### src/rtl/calc_pkg.sv
// -----------------------------------------------------------------------------
// calc_pkg
// Shared types for the calculator datapath: the operation encoding driven by
// the op switches and the result-sequencing FSM state encoding.
// -----------------------------------------------------------------------------
package calc_pkg;

  // Operation select as wired on the op switches.
  typedef enum logic [1:0] {
    OP_ADD = 2'd0,
    OP_SUB = 2'd1,
    OP_MUL = 2'd2,
    OP_DIV = 2'd3
  } op_t;

  // IDLE: waiting for a result request; CALC: iterative mul/div running;
  // DONE: result register holds a finished value.
  typedef enum logic [1:0] {
    IDLE = 2'd0,
    CALC = 2'd1,
    DONE = 2'd2
  } calc_state_t;

endpackage

### src/rtl/calc_datapath_if.sv
// -----------------------------------------------------------------------------
// calc_datapath_if
// Bundle between the state selector / display driver side (master) and the
// calculator datapath (slave).
//   en1, en2, en3 : one-hot entry-state enables (A entry, B entry, result)
//   sw            : operand switches, unsigned, WIDTH bits
//   op            : operation select
//   display       : 2*WIDTH value for the display driver
//   busy          : iterative computation in progress
//   result_valid  : result register holds a finished result
//   neg           : subtract result was negative (display shows magnitude)
//   err_div0      : divide attempted with B = 0
// -----------------------------------------------------------------------------
interface calc_datapath_if #(
  parameter int WIDTH = 8
);
  import calc_pkg::*;

  logic                 en1;
  logic                 en2;
  logic                 en3;
  logic [WIDTH-1:0]     sw;
  op_t                  op;
  logic [2*WIDTH-1:0]   display;
  logic                 busy;
  logic                 result_valid;
  logic                 neg;
  logic                 err_div0;

  modport master (
    output en1, en2, en3, sw, op,
    input  display, busy, result_valid, neg, err_div0
  );

  modport slave (
    input  en1, en2, en3, sw, op,
    output display, busy, result_valid, neg, err_div0
  );

endinterface

### src/rtl/seq_muldiv.sv
// -----------------------------------------------------------------------------
// seq_muldiv
// Iterative unsigned shift-add multiplier / restoring divider, one bit per
// step. The parent owns the iteration count and sequencing.
//   clk, reset : clock, asynchronous active-high reset
//   load       : capture operands and mode (is_div) for a new operation
//   is_div     : 1 = a / b, 0 = a * b
//   a, b       : operands
//   step       : advance one iteration
//   out        : value the work register takes after the current step
//                (product, or {remainder, quotient}); valid as a final
//                result on the cycle the last step is applied
// -----------------------------------------------------------------------------
module seq_muldiv #(
  parameter int WIDTH = 8
) (
  input  logic                 clk,
  input  logic                 reset,
  input  logic                 load,
  input  logic                 is_div,
  input  logic [WIDTH-1:0]     a,
  input  logic [WIDTH-1:0]     b,
  input  logic                 step,
  output logic [2*WIDTH-1:0]   out
);

  // Work register layout, shared by both modes:
  //   mul: [2W] unused (0), [2W-1:W] partial product high, [W-1:0] multiplier
  //        bits still to consume / product low bits shifted in
  //   div: [2W:W] partial remainder (W+1 bits), [W-1:0] dividend bits still to
  //        consume / quotient bits shifted in
  logic [2*WIDTH:0]   work;
  logic [2*WIDTH:0]   work_next;
  logic [WIDTH-1:0]   operand;   // multiplicand (mul) or divisor (div)
  logic               div_mode;

  logic [WIDTH-1:0]   addend;
  logic [WIDTH:0]     sum;
  logic [2*WIDTH:0]   shifted;
  logic [WIDTH+1:0]   diff;

  // NOTE: every signal assigned in always_comb gets a default first so no
  // path leaves it unassigned, which would otherwise infer a latch.
  always_comb begin
    work_next = work;
    addend    = '0;
    sum       = '0;
    shifted   = '0;
    diff      = '0;
    if (div_mode) begin
      // Shift next dividend bit into the remainder, then trial-subtract.
      // A clear borrow bit means the subtraction stands and the quotient
      // bit is 1; otherwise the shifted remainder is kept (restored).
      shifted   = {work[2*WIDTH-1:0], 1'b0};
      diff      = {1'b0, shifted[2*WIDTH:WIDTH]} - {2'b00, operand};
      work_next = shifted;
      if (!diff[WIDTH+1]) begin
        work_next[2*WIDTH:WIDTH] = diff[WIDTH:0];
        work_next[0]             = 1'b1;
      end
    end else begin
      // Add multiplicand when the current multiplier LSB is set, then shift
      // the whole {high, low} pair right by one.
      addend    = work[0] ? operand : '0;
      sum       = {1'b0, work[2*WIDTH-1:WIDTH]} + {1'b0, addend};
      work_next = {1'b0, sum, work[WIDTH-1:1]};
    end
  end

  // Bit 2W is always 0 once a step completes (remainder < divisor), so the
  // low 2W bits are the product or {remainder, quotient} directly.
  assign out = work_next[2*WIDTH-1:0];

  // NOTE: sequential state is updated with non-blocking assignments so every
  // register samples pre-edge values regardless of statement order.
  always_ff @(posedge clk or posedge reset) begin
    if (reset) begin
      work     <= '0;
      operand  <= '0;
      div_mode <= 1'b0;
    end else if (load) begin
      div_mode <= is_div;
      operand  <= is_div ? b : a;
      work     <= {{(WIDTH+1){1'b0}}, (is_div ? a : b)};
    end else if (step) begin
      work     <= work_next;
    end
  end

endmodule

### src/rtl/calc_datapath.sv
// -----------------------------------------------------------------------------
// calc_datapath
// Calculator datapath downstream of the button-driven state selector.
// Captures operand A while en1 is high and operand B while en2 is high; on
// the rising edge of en3 computes A op B (add/sub in one cycle, mul/div over
// WIDTH cycles in seq_muldiv) and presents the value on the display bus.
//   clk   : system clock
//   reset : asynchronous, active-high reset
//   bus   : calc_datapath_if.slave (enables, switches, op, display, status)
// -----------------------------------------------------------------------------
module calc_datapath
  import calc_pkg::*;
#(
  parameter int WIDTH = 8
) (
  input  logic           clk,
  input  logic           reset,
  calc_datapath_if.slave bus
);

  localparam int CNT_W = $clog2(WIDTH + 1);

  logic [WIDTH-1:0]     a_q;
  logic [WIDTH-1:0]     b_q;
  logic                 en3_d;
  calc_state_t          state;
  calc_state_t          state_next;
  logic [CNT_W-1:0]     counter;
  logic [2*WIDTH-1:0]   result;
  logic                 neg_q;
  logic                 err_q;

  logic                 start;
  logic                 unit_load;
  logic                 unit_step;
  logic                 last_step;
  logic [2*WIDTH-1:0]   unit_out;
  logic [WIDTH:0]       sum_ab;
  logic [WIDTH-1:0]     diff_ab;
  logic                 b_gt_a;

  // Start edge: first cycle of en3 after it has been low for an edge.
  assign start = bus.en3 && !en3_d;

  assign sum_ab  = {1'b0, a_q} + {1'b0, b_q};
  assign b_gt_a  = b_q > a_q;
  assign diff_ab = b_gt_a ? (b_q - a_q) : (a_q - b_q);

  seq_muldiv #(
    .WIDTH (WIDTH)
  ) u_muldiv (
    .clk    (clk),
    .reset  (reset),
    .load   (unit_load),
    .is_div (bus.op == OP_DIV),
    .a      (a_q),
    .b      (b_q),
    .step   (unit_step),
    .out    (unit_out)
  );

  // Next-state and iteration-unit control.
  always_comb begin
    state_next = state;
    unit_load  = 1'b0;
    unit_step  = 1'b0;
    last_step  = 1'b0;
    unique case (state)
      IDLE: begin
        if (start) begin
          unique case (bus.op)
            OP_MUL: begin
              unit_load  = 1'b1;
              state_next = CALC;
            end
            OP_DIV: begin
              if (b_q != '0) begin
                unit_load  = 1'b1;
                state_next = CALC;
              end else begin
                state_next = DONE;
              end
            end
            default: state_next = DONE;
          endcase
        end
      end
      CALC: begin
        // Dropping en3 mid-calculation abandons the partial work.
        if (!bus.en3) begin
          state_next = IDLE;
        end else begin
          unit_step = 1'b1;
          if (counter == CNT_W'(1)) begin
            last_step  = 1'b1;
            state_next = DONE;
          end
        end
      end
      DONE: begin
        if (!bus.en3) state_next = IDLE;
      end
      default: state_next = IDLE;
    endcase
  end

  always_ff @(posedge clk or posedge reset) begin
    if (reset) state <= IDLE;
    else       state <= state_next;
  end

  // Operand capture runs regardless of FSM state; en1 wins over en2.
  // NOTE: every register here, operands and result included, is cleared by
  // reset so the display and status come up at a defined zero.
  always_ff @(posedge clk or posedge reset) begin
    if (reset) begin
      a_q   <= '0;
      b_q   <= '0;
      en3_d <= 1'b0;
    end else begin
      en3_d <= bus.en3;
      if (bus.en1)      a_q <= bus.sw;
      else if (bus.en2) b_q <= bus.sw;
    end
  end

  // Result register, flags and iteration counter.
  always_ff @(posedge clk or posedge reset) begin
    if (reset) begin
      result  <= '0;
      neg_q   <= 1'b0;
      err_q   <= 1'b0;
      counter <= '0;
    end else if (state == IDLE && start) begin
      neg_q <= 1'b0;
      err_q <= 1'b0;
      unique case (bus.op)
        OP_ADD: result <= {{(WIDTH-1){1'b0}}, sum_ab};
        OP_SUB: begin
          result <= {{WIDTH{1'b0}}, diff_ab};
          neg_q  <= b_gt_a;
        end
        OP_MUL: counter <= CNT_W'(WIDTH);
        OP_DIV: begin
          if (b_q == '0) begin
            result <= '0;
            err_q  <= 1'b1;
          end else begin
            counter <= CNT_W'(WIDTH);
          end
        end
        default: ;
      endcase
    end else if (unit_step) begin
      counter <= counter - CNT_W'(1);
      if (last_step) result <= unit_out;
    end
  end

  assign bus.busy         = (state == CALC);
  assign bus.result_valid = (state == DONE);
  assign bus.neg          = neg_q;
  assign bus.err_div0     = err_q;

  // Live switches while entering an operand, finished result in the result
  // state, blank otherwise.
  always_comb begin
    bus.display = '0;
    if (bus.en1 || bus.en2)                 bus.display = {{WIDTH{1'b0}}, bus.sw};
    else if (bus.en3 && bus.result_valid)   bus.display = result;
  end

endmodule

### src/flat_wrapper.sv
// flat-port wrapper written by rule: the top's interface ports become plain ports
module calc_datapath_flat import calc_pkg::*;
#(
  parameter int WIDTH = 8
)
  (clk, reset, bus_en1, bus_en2, bus_en3, bus_sw, bus_op, bus_display, bus_busy, bus_result_valid, bus_neg, bus_err_div0);
  calc_datapath_if #(.WIDTH(WIDTH)) bus_i ();
  input  logic clk;
  input  logic reset;
  input wire logic [$bits(bus_i.en1)-1:0] bus_en1;
  input wire logic [$bits(bus_i.en2)-1:0] bus_en2;
  input wire logic [$bits(bus_i.en3)-1:0] bus_en3;
  input wire logic [$bits(bus_i.sw)-1:0] bus_sw;
  input wire logic [$bits(bus_i.op)-1:0] bus_op;
  output wire logic [$bits(bus_i.display)-1:0] bus_display;
  output wire logic [$bits(bus_i.busy)-1:0] bus_busy;
  output wire logic [$bits(bus_i.result_valid)-1:0] bus_result_valid;
  output wire logic [$bits(bus_i.neg)-1:0] bus_neg;
  output wire logic [$bits(bus_i.err_div0)-1:0] bus_err_div0;
  assign bus_i.en1 = bus_en1;
  assign bus_i.en2 = bus_en2;
  assign bus_i.en3 = bus_en3;
  assign bus_i.sw = bus_sw;
  assign bus_i.op = bus_op;
  assign bus_display = bus_i.display;
  assign bus_busy = bus_i.busy;
  assign bus_result_valid = bus_i.result_valid;
  assign bus_neg = bus_i.neg;
  assign bus_err_div0 = bus_i.err_div0;
  calc_datapath #(.WIDTH(WIDTH)) u_core (.clk(clk), .reset(reset), .bus(bus_i));
endmodule
### config.mk
export PLATFORM = sky130hd
export DESIGN_NAME = calc_datapath_flat
export DESIGN_NICKNAME = d
export VERILOG_FILES = /design/src/rtl/calc_pkg.sv /design/src/rtl/calc_datapath_if.sv /design/src/rtl/seq_muldiv.sv /design/src/rtl/calc_datapath.sv /design/src/flat_wrapper.sv
export SDC_FILE = /design/constraint.sdc
export NUM_CORES = 1
export LEC_CHECK = 0
export ABC_CLOCK_PERIOD_IN_PS = 5100
export BUFFER_PORTS_ARGS = -buffer_cell sky130_fd_sc_hd__buf_4
export CORE_MARGIN = 2
export CORE_UTILIZATION = 55
export DETAILED_ROUTE_END_ITERATION = 6
export PLACE_DENSITY_LB_ADDON = 0.12
export SKIP_CTS_REPAIR_TIMING = 1
export SLEW_MARGIN = 20
export SYNTH_ARGS = -nofsm -noshare
export SYNTH_HDL_FRONTEND = slang
export SYNTH_HIERARCHICAL = 1
export SYNTH_SLANG_ARGS = --single-unit
### constraint.sdc
create_clock -name clk -period 5.1 [get_ports clk]
set_clock_uncertainty 0.2 [all_clocks]
set_input_delay 0.765 -clock clk [delete_from_list [all_inputs] [get_ports clk]]
set_output_delay 0.765 -clock clk [all_outputs]
set_load 0.005 [all_outputs]
=== Word level (Yosys, flattened, before mapping) ===
Cells that the tools add are included.
Widths: inputs -> output; s select.

* ROM bits: 0
* Latch bits: 0
* Memories kept: 0
* Flip-flop bits (word level): 66
* Word-level logic and storage cells: 87
* RAM bits: 0

* Reduce and logical (&&, ||, !) cells: 16
* Bitwise logic cells: 1
* Multipliers: 0
* Divide/modulo/power cells: 0
* Shift-type cells: 0
* Add/subtract/negate cells: 6
* Magnitude comparators: 1
* Equal/unequal tests: 13
* Multiplexer cells: 39

{| class="wikitable"
|+ Operator list
! cell !! count
|-
| $mux 16 || 9
|-
| $pmux 16 s3 || 1
|-
| $mux 8 || 5
|-
| $add 8x8->9 || 2
|-
| $sub 8x8->8 || 2
|-
| $mux 1 || 12
|-
| $mux 4 || 3
|-
| $mux 2 || 5
|-
| $sub 9x8->10 || 1
|-
| $ne 3x3->1 const B || 3
|-
| $gt 8x8->1 || 1
|-
| $logic_not 8->1 || 1
|-
| $pmux 4 s2 || 1
|-
| $reduce_bool 8->1 || 1
|-
| $eq 2x2->1 const B || 3
|-
| $pmux 2 s3 || 1
|-
| $reduce_and 3->1 || 2
|-
| $reduce_bool 2->1 || 3
|-
| $eq 2x1->1 const B || 2
|-
| $eq 4x1->1 const B || 1
|-
| $logic_not 2->1 || 2
|-
| $ne 4x4->1 const B || 1
|-
| $pmux 2 s2 || 1
|-
| $reduce_and 4->1 || 1
|-
| 10 further kinds || 12
|}

=== Depth between registers and ports, before layout ===
* Word-level depth: 7
* Gate-level depth with buffers: 11

=== Modules after synthesis ===
The synthesis kept the hierarchy.

{| class="wikitable"
|+ Modules (own cells, without submodules)
! module !! times used !! cells an instance !! area an instance (um^2)
|-
| calc_datapath || 1 || 335 || 3086.7
|-
| seq_muldiv || 1 || 252 || 2207.1
|}

=== Least setup slack after synthesis ===
OpenSTA, ideal clock, no wires.

* Path kind: input-to-output
* From: input bus_en1
* To: output bus_display[6]
* Arrival time: 2.006 ns
* Setup slack: 2.129 ns
* Path buffers: 3
* Stages: 6
* Required time: 4.135 ns
* Path through: clkbuf_1 -> or2_2 -> clkbuf_1 -> nor2_2 -> clkbuf_1 -> a22o_1

* Longest elaborated chain between the ends: 2

{| class="wikitable"
|+ RTL lines
! item !! RTL line !! source
|-
| start: declaration || flat_wrapper.sv:10 || <nowiki>input wire logic [$bits(bus_i.en1)-1:0] bus_en1;</nowiki>
|-
| $logic_or 1x1->1 || calc_datapath.sv:169 || <nowiki>if (bus.en1 || bus.en2) bus.display = {{WIDTH{1'b0}}, bus.sw};</nowiki>
|-
| $mux 16 || calc_datapath.sv:169 ||
|-
| end: declaration || flat_wrapper.sv:15 || <nowiki>output wire logic [$bits(bus_i.display)-1:0] bus_display;</nowiki>
|}

Every way passes these cells.

=== Final worst setup path ===
* From: input bus_en1
* To: output bus_display[7]

The elaborated chain is that of the path after synthesis.

==> reports/metrics.yaml <==
place_hpwl_mm: 10.1
clk_pin_slew_ns: 0.09
combPwrFrac_pct: 48.7
grt_use_met3_pct: 5.27
grt_max_degree: 42
grt_overflow_total: 0
io_pins: 35
syn-mean-instance-area_um2: 9.02
hold_viol: 0
cts_tree: "done"
grt_pass1_vias: 4279
ys_types: 80
via_per_inst: 6.06
vias: 4486
rows: 35
fin_nets: 667
setup_violations: 0
peakVddDrop_mv: 0.240
dieArea_mm2: 0.0104
critPathRequiredTime_ns: 4.14
cp-end-kind: "primary output"
die_x_um: 102
tightest_slew_ns: 1.06
status: "completed"
synth_common_cells: "66 x dfrtp_1, 48 x o21ai_0, 47 x inv_1, 47 x nand2_1, 43 x nor2_1"
finalSetupTns_ns: 0
path_max_fanout: 18
synthCells: 587
async_flop_share_pct: 100
critPathMostFrequentCell: "buf_4"
grt_use_total_pct: 27.2
placed_cells_incl_taps: 724
top_usage_layer: "met2"
startpoint_type: "input pin"
synth_top_cells_by_area: "dfrtp_1 31%, ha_1 9.7%, o21ai_0 4.5%"
drt_iter0_drc: 253
p_sw_share_pct: 43.1
yosysSeqAreaShare_pct: 31.2
gr-usage-met1_pct: 36.9
layout.cells.non_filler: 740
arrival_ns: 2.34
syn-num-nets: 648
globalplace.congestion: 0.896
drt_first_pass_iters: 6
cell_internal_pwr_mw: 1.46
core_mm2: 0.00928
cts_buffer_depth: 2
port_buffers: 34
clkPwrFrac_pct: 18.4
synth_top_area_share_pct: 31.2
cap_viol_max_count: 0
clock-sinks: 66
grt_antenna_before_repair: 0
cp_slowest_cell: "nor2_2"
timing.fmax_ghz: 0.303
synth-edff-count: 0
cts_max_level: 3
crit_family: "simple AND/OR/NAND/NOR gates"
ys.flop_type: "dfrtp_1"
totalWireLength_mm: 13.5
critPathKind: "in -> out"
critPathMaxStageDelay_ns: 0.62
post-route-period-util_pct: 64.8
route.detailed.drc: 0
rsz0062_at_grt: "false"
yosys.area.top_type: "dfrtp_1"
avgRoutedWirePerCell_um: 18.3
cts_buffers: 9
cellPowerDensity_mw_per_mm2: 445
antenna_left: 0
relSlewSlack_pct: 29.4
net-switching-power_mw: 1.11
leakage_nw: 2.62
path_buf_inv: 2
seqPwrFrac_pct: 32.9
report.final.slew_viol_count: 0
insertion_delay_ns: 0.35
grt_use_met2_pct: 44.1
yosysMostFrequentCell: "dfrtp_1"
drive_gt1_share_pct: 16.0
path_cells: "buf_4 -> or2_2 -> nor2_2 -> a22o_1 -> buf_4"
yosys_register_bits: 66
die_y_um: 102
initial_core_util_pct: 57.0
syn_area_mm2: 0.00529
syn_to_final_growth_pct: 9.26
period_minus_slack_ns: 3.30
synth_warnings: 6
n_antenna_cell: 0
grt_pass1_wl_mm: 21.9
hp-class: "reg -> reg"
root_buffer: "clkbuf_8"
## layer usage
metal	wire length [um]	part of all wire, %
met1	6130	45
met2	6460	48
met5	0	0
met3	751	5.5
met4	206	1.5
## placed cells by master, fill, tap and decap left out, drive strengths merged, types with 4 or more instances in the layout
cell,count
mux2,18
o21a,6
a21oi,32
fa,5
inv,48
o22ai,4
o31ai,7
nor2,46
a221oi,4
ha,41
xnor2,10
nand3,8
dfrtp,66
o21bai,5
nor4,4
buf,36
and2,19
clkbuf,11
nor2b,6
mux2i,23
nand2,49
o21ai,49
nor3,9
a31oi,5
a22o,17
xor2,6
nand2b,7
nand4,7
a211oi,9
## cell families (layout without fill, tap and decap cells)
family | count (synthesis) | count (layout) | share of synthesized area, %
flops | 66 | 66 | 31.2
xor+xnor | 16 | 16 | 2.65
mux | 41 | 41 | 8.25
fa+ha+maj | 46 | 46 | 11.6
compound gates | 166 | 166 | 22.4
buf+inv | 76 | 100 | 6.33
simple gates | 176 | 176 | 17.6
## worst reg2reg max path: stages (launching register included)
cell and delay [ns]:
dfrtp_1 0.46, nor4_1 0.64, a31oi_1 0.36, nand2_1 0.23, inv_1 0.43, or3_1 0.56
o22ai_1 0.19
## final timing paths
check | from | to | slack, ns | cells past startpoint
max in group asynchronous | reset | u_core/u_muldiv/work[9] | 3.64 | 2
worst max register to register | u_core/b_q[4] | u_core/u_muldiv/work[9] | 1.95 | 6
worst min-delay path | u_core/bus.neg | u_core/bus.neg | 0.29 | 2
worst min register to register | u_core/bus.neg | u_core/bus.neg | 0.29 | 2
min in group asynchronous | reset | u_core/a_q[1] | 0.37 | 3
worst max-delay path | bus_en1 | bus_display[7] | 1.80 | 5
## sequential cells by signal, indices dropped and copies added (netlist names)
name,count
u_core/state,2
u_core/bus.neg,1
u_core/u_muldiv/operand,8
u_core/bus.err_div0,1
u_core/u_muldiv/work,16
u_core/u_muldiv/div_mode,1
u_core/en3_d,1
u_core/a_q,8
u_core/counter,4
u_core/result,16
u_core/b_q,8
## power by group through the flow
| stage | clock, mW | combinational [mW] | sequential, mW |
|---|---|---|---|
| after CTS | 0.486 | 1.23 | 0.842 |
| after global placement | 0 | 1.19 | 0.846 |
| final | 0.474 | 1.25 | 0.846 |
| after detailed placement | 0 | 1.22 | 0.851 |
| after global routing | 0.511 | 1.39 | 0.867 |
| after floorplan | 0 | 0.996 | 0.778 |
## metrics by stage
| stage | hold slack [ns] | power, mW | cell area (um2) | worst slack, ns | utilization [%] |
|---|---|---|---|---|---|
| detailed placement | 0.273 | 2.07 | 5570 | 1.82 | 60.0 |
| finish | 0.291 | 2.57 | 5780 | 1.80 | 62.3 |
| CTS | 0.292 | 2.56 | 5780 | 1.82 | 62.3 |
| floorplan | 0.251 | 1.77 | 5290 | 2.13 | - |
| global placement | 0.268 | 2.04 | 5570 | 1.85 | 60.0 |
| global route | 0.310 | 2.77 | 5780 | 1.70 | 62.3 |
## cell type report
class	instances	area [um2]
inverter	48	181
tap	129	161
multi-input combinational	445	3310
fill	836	3500
clock inverter	5	61.3
timing repair buffer	36	270
clock buffer	11	151
sequential	66	1650
(Power assumes the default switching activity.)
